`config.mk`:
```
export PLATFORM = sky130hd
export DESIGN_NAME = rsa256_uart_wrapper
export DESIGN_NICKNAME = d
export VERILOG_FILES = /design/src/rtl/rsa_pkg.sv /design/src/rtl/rsa256_uart_wrapper.sv
export SDC_FILE = /design/constraint.sdc
export NUM_CORES = 2
export LEC_CHECK = 0
export BUFFER_PORTS_ARGS = -buffer_cell sky130_fd_sc_hd__buf_4
export CAP_MARGIN = 0
export CORE_AREA = 2 2 433 435
export CTS_CLUSTER_SIZE = 20
export DETAILED_ROUTE_END_ITERATION = 8
export DIE_AREA = 0 0 435 437
export PLACE_DENSITY = 0.41
export REMOVE_ABC_BUFFERS = 1
export SYNTH_ARGS = -nofsm -noshare
export SYNTH_HDL_FRONTEND = slang
export SYNTH_SLANG_ARGS = --single-unit
```
`constraint.sdc`:
```
create_clock -name i_clk -period 56.7 [get_ports i_clk]
set_clock_uncertainty 0.05 [all_clocks]
set_input_delay 14.175 -clock i_clk [delete_from_list [all_inputs] [get_ports i_clk]]
set_output_delay 14.175 -clock i_clk [all_outputs]
set_load 0.02 [all_outputs]
```
`src/rtl/rsa_pkg.sv`:
```
// Shared types and constants for the RSA-256 UART front end.
package rsa_pkg;

  // Controller states.
  typedef enum logic [2:0] {
    S_QUERY_RX  = 3'd0,
    S_READ      = 3'd1,
    S_WAIT_CORE = 3'd2,
    S_QUERY_TX  = 3'd3,
    S_WRITE     = 3'd4
  } state_t;

  // Which 256-bit operand the incoming bytes are loading.
  typedef enum logic [1:0] {
    PH_N = 2'd0,
    PH_D = 2'd1,
    PH_A = 2'd2
  } phase_t;

  // UART controller register map and status bit positions.
  localparam logic [4:0] RX_BASE     = 5'd0;
  localparam logic [4:0] TX_BASE     = 5'd4;
  localparam logic [4:0] STATUS_BASE = 5'd8;
  localparam int         RX_RDY_BIT  = 7;
  localparam int         TX_RDY_BIT  = 6;

  // Bytes per operand received, and plaintext bytes sent back.
  localparam int KEY_BYTES = 32;
  localparam int OUT_BYTES = 31;

endpackage

```
`src/rtl/rsa256_uart_wrapper.sv`:
```
// Avalon-MM master that loads n, d and ciphertext from a polled UART,
// kicks the RSA-256 core and streams the 31-byte plaintext back out.
module rsa256_uart_wrapper #(
  parameter logic [4:0] RX_BASE     = rsa_pkg::RX_BASE,
  parameter logic [4:0] TX_BASE     = rsa_pkg::TX_BASE,
  parameter logic [4:0] STATUS_BASE = rsa_pkg::STATUS_BASE,
  parameter int         RX_RDY_BIT  = rsa_pkg::RX_RDY_BIT,
  parameter int         TX_RDY_BIT  = rsa_pkg::TX_RDY_BIT
) (
  input  logic         i_clk,
  input  logic         i_rst,
  output logic [4:0]   o_avm_address,
  output logic         o_avm_read,
  input  logic [31:0]  i_avm_readdata,
  output logic         o_avm_write,
  output logic [31:0]  o_avm_writedata,
  input  logic         i_avm_waitrequest,
  output logic         o_core_start,
  output logic [255:0] o_core_n,
  output logic [255:0] o_core_d,
  output logic [255:0] o_core_a,
  input  logic [255:0] i_core_a_pow_d,
  input  logic         i_core_finished
);

  import rsa_pkg::*;

  state_t       r_state;
  phase_t       r_phase;
  logic [5:0]   r_cnt;
  logic [255:0] r_n;
  logic [255:0] r_d;
  logic [255:0] r_a;
  logic [255:0] r_out;
  logic [4:0]   r_addr;
  logic         r_read;
  logic         r_write;
  logic [7:0]   r_wbyte;
  logic         r_start;

  logic         w_accept;
  logic         w_last_key;
  logic         w_last_out;

  assign w_accept   = (r_read | r_write) && !i_avm_waitrequest;
  assign w_last_key = (r_cnt == 6'(KEY_BYTES - 1));
  assign w_last_out = (r_cnt == 6'(OUT_BYTES - 1));

  assign o_avm_address   = r_addr;
  assign o_avm_read      = r_read;
  assign o_avm_write     = r_write;
  assign o_avm_writedata = {24'b0, r_wbyte};
  assign o_core_start    = r_start;
  assign o_core_n        = r_n;
  assign o_core_d        = r_d;
  assign o_core_a        = r_a;

  // Polling FSM: bus outputs move only on an accept edge or a state change.
  // NOTE: every register here uses <= so all branches see pre-edge values;
  // blocking assignments would let later statements observe half-updated state.
  always_ff @(posedge i_clk or posedge i_rst) begin
    if (i_rst) begin
      r_state <= S_QUERY_RX;
      r_phase <= PH_N;
      r_cnt   <= '0;
      r_n     <= '0;
      r_d     <= '0;
      r_a     <= '0;
      r_out   <= '0;
      r_addr  <= STATUS_BASE;
      r_read  <= 1'b1;
      r_write <= 1'b0;
      r_wbyte <= '0;
      r_start <= 1'b0;
    end else begin
      r_start <= 1'b0;
      unique case (r_state)
        S_QUERY_RX: begin
          if (w_accept && i_avm_readdata[RX_RDY_BIT]) begin
            r_state <= S_READ;
            r_addr  <= RX_BASE;
          end
        end
        S_READ: begin
          if (w_accept) begin
            unique case (r_phase)
              PH_N:    r_n <= {r_n[247:0], i_avm_readdata[7:0]};
              PH_D:    r_d <= {r_d[247:0], i_avm_readdata[7:0]};
              default: r_a <= {r_a[247:0], i_avm_readdata[7:0]};
            endcase
            if (w_last_key) begin
              r_cnt <= '0;
              if (r_phase == PH_A) begin
                // Ciphertext complete: release the bus and fire the core.
                r_state <= S_WAIT_CORE;
                r_read  <= 1'b0;
                r_start <= 1'b1;
              end else begin
                r_phase <= (r_phase == PH_N) ? PH_D : PH_A;
                r_state <= S_QUERY_RX;
                r_addr  <= STATUS_BASE;
              end
            end else begin
              r_cnt   <= r_cnt + 6'd1;
              r_state <= S_QUERY_RX;
              r_addr  <= STATUS_BASE;
            end
          end
        end
        S_WAIT_CORE: begin
          // A finished level left over from the previous run is ignored
          // during the start cycle itself.
          if (!r_start && i_core_finished) begin
            r_out   <= i_core_a_pow_d;
            r_state <= S_QUERY_TX;
            r_addr  <= STATUS_BASE;
            r_read  <= 1'b1;
          end
        end
        S_QUERY_TX: begin
          if (w_accept && i_avm_readdata[TX_RDY_BIT]) begin
            r_state <= S_WRITE;
            r_read  <= 1'b0;
            r_write <= 1'b1;
            r_addr  <= TX_BASE;
            r_wbyte <= r_out[247:240];
          end
        end
        S_WRITE: begin
          if (w_accept) begin
            r_out   <= {r_out[247:0], 8'h00};
            r_write <= 1'b0;
            r_read  <= 1'b1;
            r_addr  <= STATUS_BASE;
            if (w_last_out) begin
              // Keys stay loaded; only a new ciphertext is fetched next.
              r_cnt   <= '0;
              r_phase <= PH_A;
              r_state <= S_QUERY_RX;
            end else begin
              r_cnt   <= r_cnt + 6'd1;
              r_state <= S_QUERY_TX;
            end
          end
        end
        default: r_state <= S_QUERY_RX;
      endcase
    end
  end

endmodule

```
==> impl_table.tex <==
\begin{tabular}{lr}
\hline
Metric & Value \\
\hline
\multicolumn{2}{l}{\textbf{Outcome}} \\
\quad Status & completed \\
\multicolumn{2}{l}{\textbf{Detailed routing}} \\
\quad Wire length on met3 & around 7.7 mm \\
\quad Remaining routing DRC violations & 0 \\
\quad Final WL & 145 mm \\
\quad Count of routing violations after the opening detailed-route iteration & between 1500 and 2000 \\
\quad Remaining antenna violation count after routing & 0 \\
\quad DR WL/cell & roughly 22 um \\
\quad Detailed-route vias per instance & roughly 4.2 \\
\quad Metal2 WL & 75.7 mm \\
\quad Max layer used & met5 \\
\quad Pre-Repair DR Iteration Count & 5 \\
\quad Vias post-DR & approximately 28000 \\
\quad Total routed wire length on the met1 layer & 58.9 mm \\
\multicolumn{2}{l}{\textbf{Global routing}} \\
\quad Antenna violations before repair & 10 \\
\quad Sum of overflow across all layers after global routing & 0 \\
\quad Pin count of the biggest net entering global routing & $\sim$210 \\
\quad Vias in the first global route & around 28000 \\
\quad Total track usage & between 10\% and 20\% \\
\quad Wire length of the first global-routing pass & $\sim$210 mm \\
\multicolumn{2}{l}{\textbf{Floorplanning}} \\
\quad Die height & around 440 um \\
\quad Top-level port count & 1100 \\
\quad Starting density of the core & between 20 and 25\% \\
\quad Placeable core region & approximately 190000 um2 \\
\quad Number of rows created at floorplan & 158 \\
\quad Floorplan die width & 435 um \\
\quad Area of the die & roughly 190000 um2 \\
\multicolumn{2}{l}{\textbf{Worst setup path}} \\
\quad Number of cells on the worst reg-to-reg path & 7 \\
\quad Logic depth of the worst path, buffers included & 6 \\
\quad Element type at the critical path start & primary input \\
\quad Nature of the critical path endpoint & async pin \\
\quad Crit-path max cell delay & approximately 0.83 ns \\
\quad Worst Path Buf+Inv & 6 \\
\quad Top cell family by delay on the critical path & buffers and inverters \\
\quad Critical path's slowest cell & buf\_4 \\
\quad Required time at the endpoint of the critical path & between 50 and 60 ns \\
\quad Cell-by-cell trace of the critical path & buf\_4, inv\_8, buf\_4, buf\_4, buf\_4, buf\_4 \\
\quad Largest fanout on the critical path & 89 \\
\quad Type of the setup path with the least slack & in2async \\
\quad CP most frequent cell & buf\_4 \\
\quad Critical path data arrival time & roughly 18 ns \\
\multicolumn{2}{l}{\textbf{Place}} \\
\quad Routability-driven placement congestion ratio & between 0.8 and 0.9 \\
\quad HPWL after detailed placement & between 100 and 150 mm \\
\quad Port Buf Inserts & around 1000 \\
\multicolumn{2}{l}{\textbf{Clocking}} \\
\quad Setup repair bufs after CTS & 0 \\
\quad Clock edge transition at the registers on the reported setup and hold paths & 0.06 ns \\
\quad Clock tree root buffer cell & clkbuf\_16 \\
\quad CTS H-tree lvls & 4 \\
\quad Buffers from clock root to sink, at most & 3 \\
\quad Number of buffers created by CTS & around 130 \\
\quad Number of clock sinks & 1040 \\
\quad Clock tree from TritonCTS & built \\
\quad CTS hold repair buffers & 0 \\
\quad Worst-Skew Late Latency & 0.77 ns \\
\quad Number of gates given a new drive strength after cts & 0 \\
\multicolumn{2}{l}{\textbf{Timing}} \\
\quad Clock period minus worst slack & 17.47 ns \\
\quad Final worst path period share & a little under a third \\
\quad Max Fclk & 0.0573 GHz \\
\quad Number of max-slew violations in the final report & 0 \\
\quad Transition time at the pin with the least slew margin & between 1 and 1.5 ns \\
\quad Final Hold Fails & 0 \\
\quad Headroom to the max-slew limit & between 20\% and 30\% \\
\quad Final-report setup violation count & 0 \\
\quad Final total negative setup slack & 0 ns \\
\quad Final-layout worst hold slack & 0.430 ns \\
\quad Setup repair after global routing missed its margin & false \\
\multicolumn{2}{l}{\textbf{Yosys}} \\
\quad Summed instance area of the synthesized netlist & 40800 um2 \\
\quad Most area-hungry cell type in the Yosys netlist & dfrtp\_1 \\
\quad Most instantiated flip-flop cell in the synthesis netlist & dfrtp\_1 \\
\quad Post-synth top area share & between 60\% and 70\% \\
\quad Number of cells produced by synthesis & 3098 \\
\quad Number of distinct library cells after synthesis & 46 \\
\quad Share of async-settable or async-resettable flops after synthesis & 100\% \\
\quad Fraction of the yosys area taken by sequential cells & $\sim$64\% \\
\quad Number of flops mapped to enable cells by yosys & 0 \\
\quad Mean cell area of the mapped netlist & about 13 um2 \\
\quad YS warnings & 0 \\
\quad Top area cells in the synthesized netlist & dfrtp\_1 64\%, mux2\_2 15\%, mux2\_1 6.7\% \\
\quad Number of synthesized register bits & 1040 \\
\multicolumn{2}{l}{\textbf{Finish}} \\
\quad Synthesis-to-layout area growth & 35.8\% \\
\quad Most common library cell in the layout ignoring fill and taps & buf\_4 \\
\quad Number of nets in the layout & approximately 4400 \\
\quad Final standard cell utilization of the core & 29.9\% \\
\quad Share of final-layout standard cells stronger than drive strength 1 & $\sim$44\% \\
\quad Commonest cells after routing, fill and taps aside & 1080 x buf\_4, 1038 x dfrtp\_1, 537 x mux2\_2 \\
\quad Number of fill cells & 19300 \\
\multicolumn{2}{l}{\textbf{Power and ir drop}} \\
\quad Standby leakage power & approximately 28 nW \\
\quad Largest voltage drop on the vdd net & about 21 uV \\
\quad Pwr dens & 37.1 nW/um2 \\
\multicolumn{2}{l}{\textbf{Min path}} \\
\quad Worst min-delay path class & reg2reg \\
\quad Hold Path Cell Cnt & 1 \\
\multicolumn{2}{l}{\textbf{Flow run}} \\
\quad Maximum Capacitance Violations & 0 \\
\hline
\end{tabular}
-- area by class of cell --
class / instances / area, um2 / area share, %
Sequential cell: 1040 / 26000 / 47.0
Multi-Input combinational cell: 1856 / 13700 / 24.8
Timing Repair Buffer: 1081 / 8130 / 14.7
Clock buffer: 199 / 3970 / 7.17
Tap cell: 2480 / 3100 / 5.60
Clock inverter: 34 / 378 / 0.682
Inverter: 5 / 26.3 / 0.0475
Antenna cell: 3 / 7.51 / 0.0136
-- Yosys cell counts, types with 8 or more instances --
| master | number |
|---|---|
| nor2_1 | 244 |
| buf_4 | 37 |
| mux2_2 | 537 |
| nand2_1 | 488 |
| mux2_1 | 241 |
| dfrtp_1 | 1038 |
| buf_2 | 127 |
| a31oi_1 | 241 |
| o21ai_0 | 10 |
| a22o_1 | 8 |
| clkbuf_1 | 55 |
-- metal layers --
layer,vias up,track usage (%)
met5,-,0
met4,6,3.52
met3,144,4.02
met2,597,26.4
met1,14500,17.7
li1,12800,-
-- worst register-to-register path, stage by stage, from the launching register on --
cell and delay, ns:
dfrtp_1 0.58, or3b_4 0.76, o22ai_4 0.21, buf_4 0.77
buf_12 0.75, buf_4 0.95, nor2_1 0.18, a31oi_1 0.16
-- per-stage QoR --
stage | setup WS, ns | power (mW) | std cells | instance area (um2)
4_1_cts | 38.93 | 2.10 | 6695 | 55400
3_5_place_dp | 38.08 | 1.24 | 6462 | 51000
5_1_grt | 38.50 | 2.16 | 6697 | 55400
6_report | 39.23 | 2.05 | 6698 | 55400
2_1_floorplan | 13.21 | 1.14 | 2901 | 39700
3_3_place_gp | 38.06 | 1.23 | 6462 | 51000
-- path summary, 6_finish.rpt --
check,start,to,slack [ns]
worst min-delay path,r_out[240],r_wbyte[0],0.43
min in group asynchronous,i_rst,o_core_a[95],13.48
worst max register to register,r_state[0],r_out[110],52.19
max in group i_clk,i_avm_waitrequest,o_core_n[74],39.52
worst min register to register,r_out[240],r_wbyte[0],0.43
worst max-delay path,i_rst,o_core_n[147],39.23
-- cells by family after synthesis --
| kind of cell | share of synthesized area [%] |
|---|---|
| compound gates | 4.40 |
| flops | 63.8 |
| fa+ha+maj | 0.0614 |
| mux | 21.5 |
| xor+xnor | 0.0645 |
| buf+inv | 2.83 |
| simple gates | 7.30 |
| other cells | 0.00920 |
-- sequential cells by signal, indices dropped and copies added, names as in the netlist --
| register | flops |
|---|---|
| o_core_a | 256 |
| o_core_d | 256 |
| o_core_n | 256 |
| r_out | 248 |
| r_wbyte | 8 |
| r_cnt | 6 |
| r_state | 3 |
| o_avm_address | 2 |
| r_phase | 2 |
| o_avm_read | 1 |
| o_avm_write | 1 |
| o_core_start | 1 |
-- power breakdown --
group	internal, mW	switching (mW)
clock network	0.492	0.345
logic	0.129	0.154
registers	0.857	0.0746
Power figures use the tool's default switching activity.
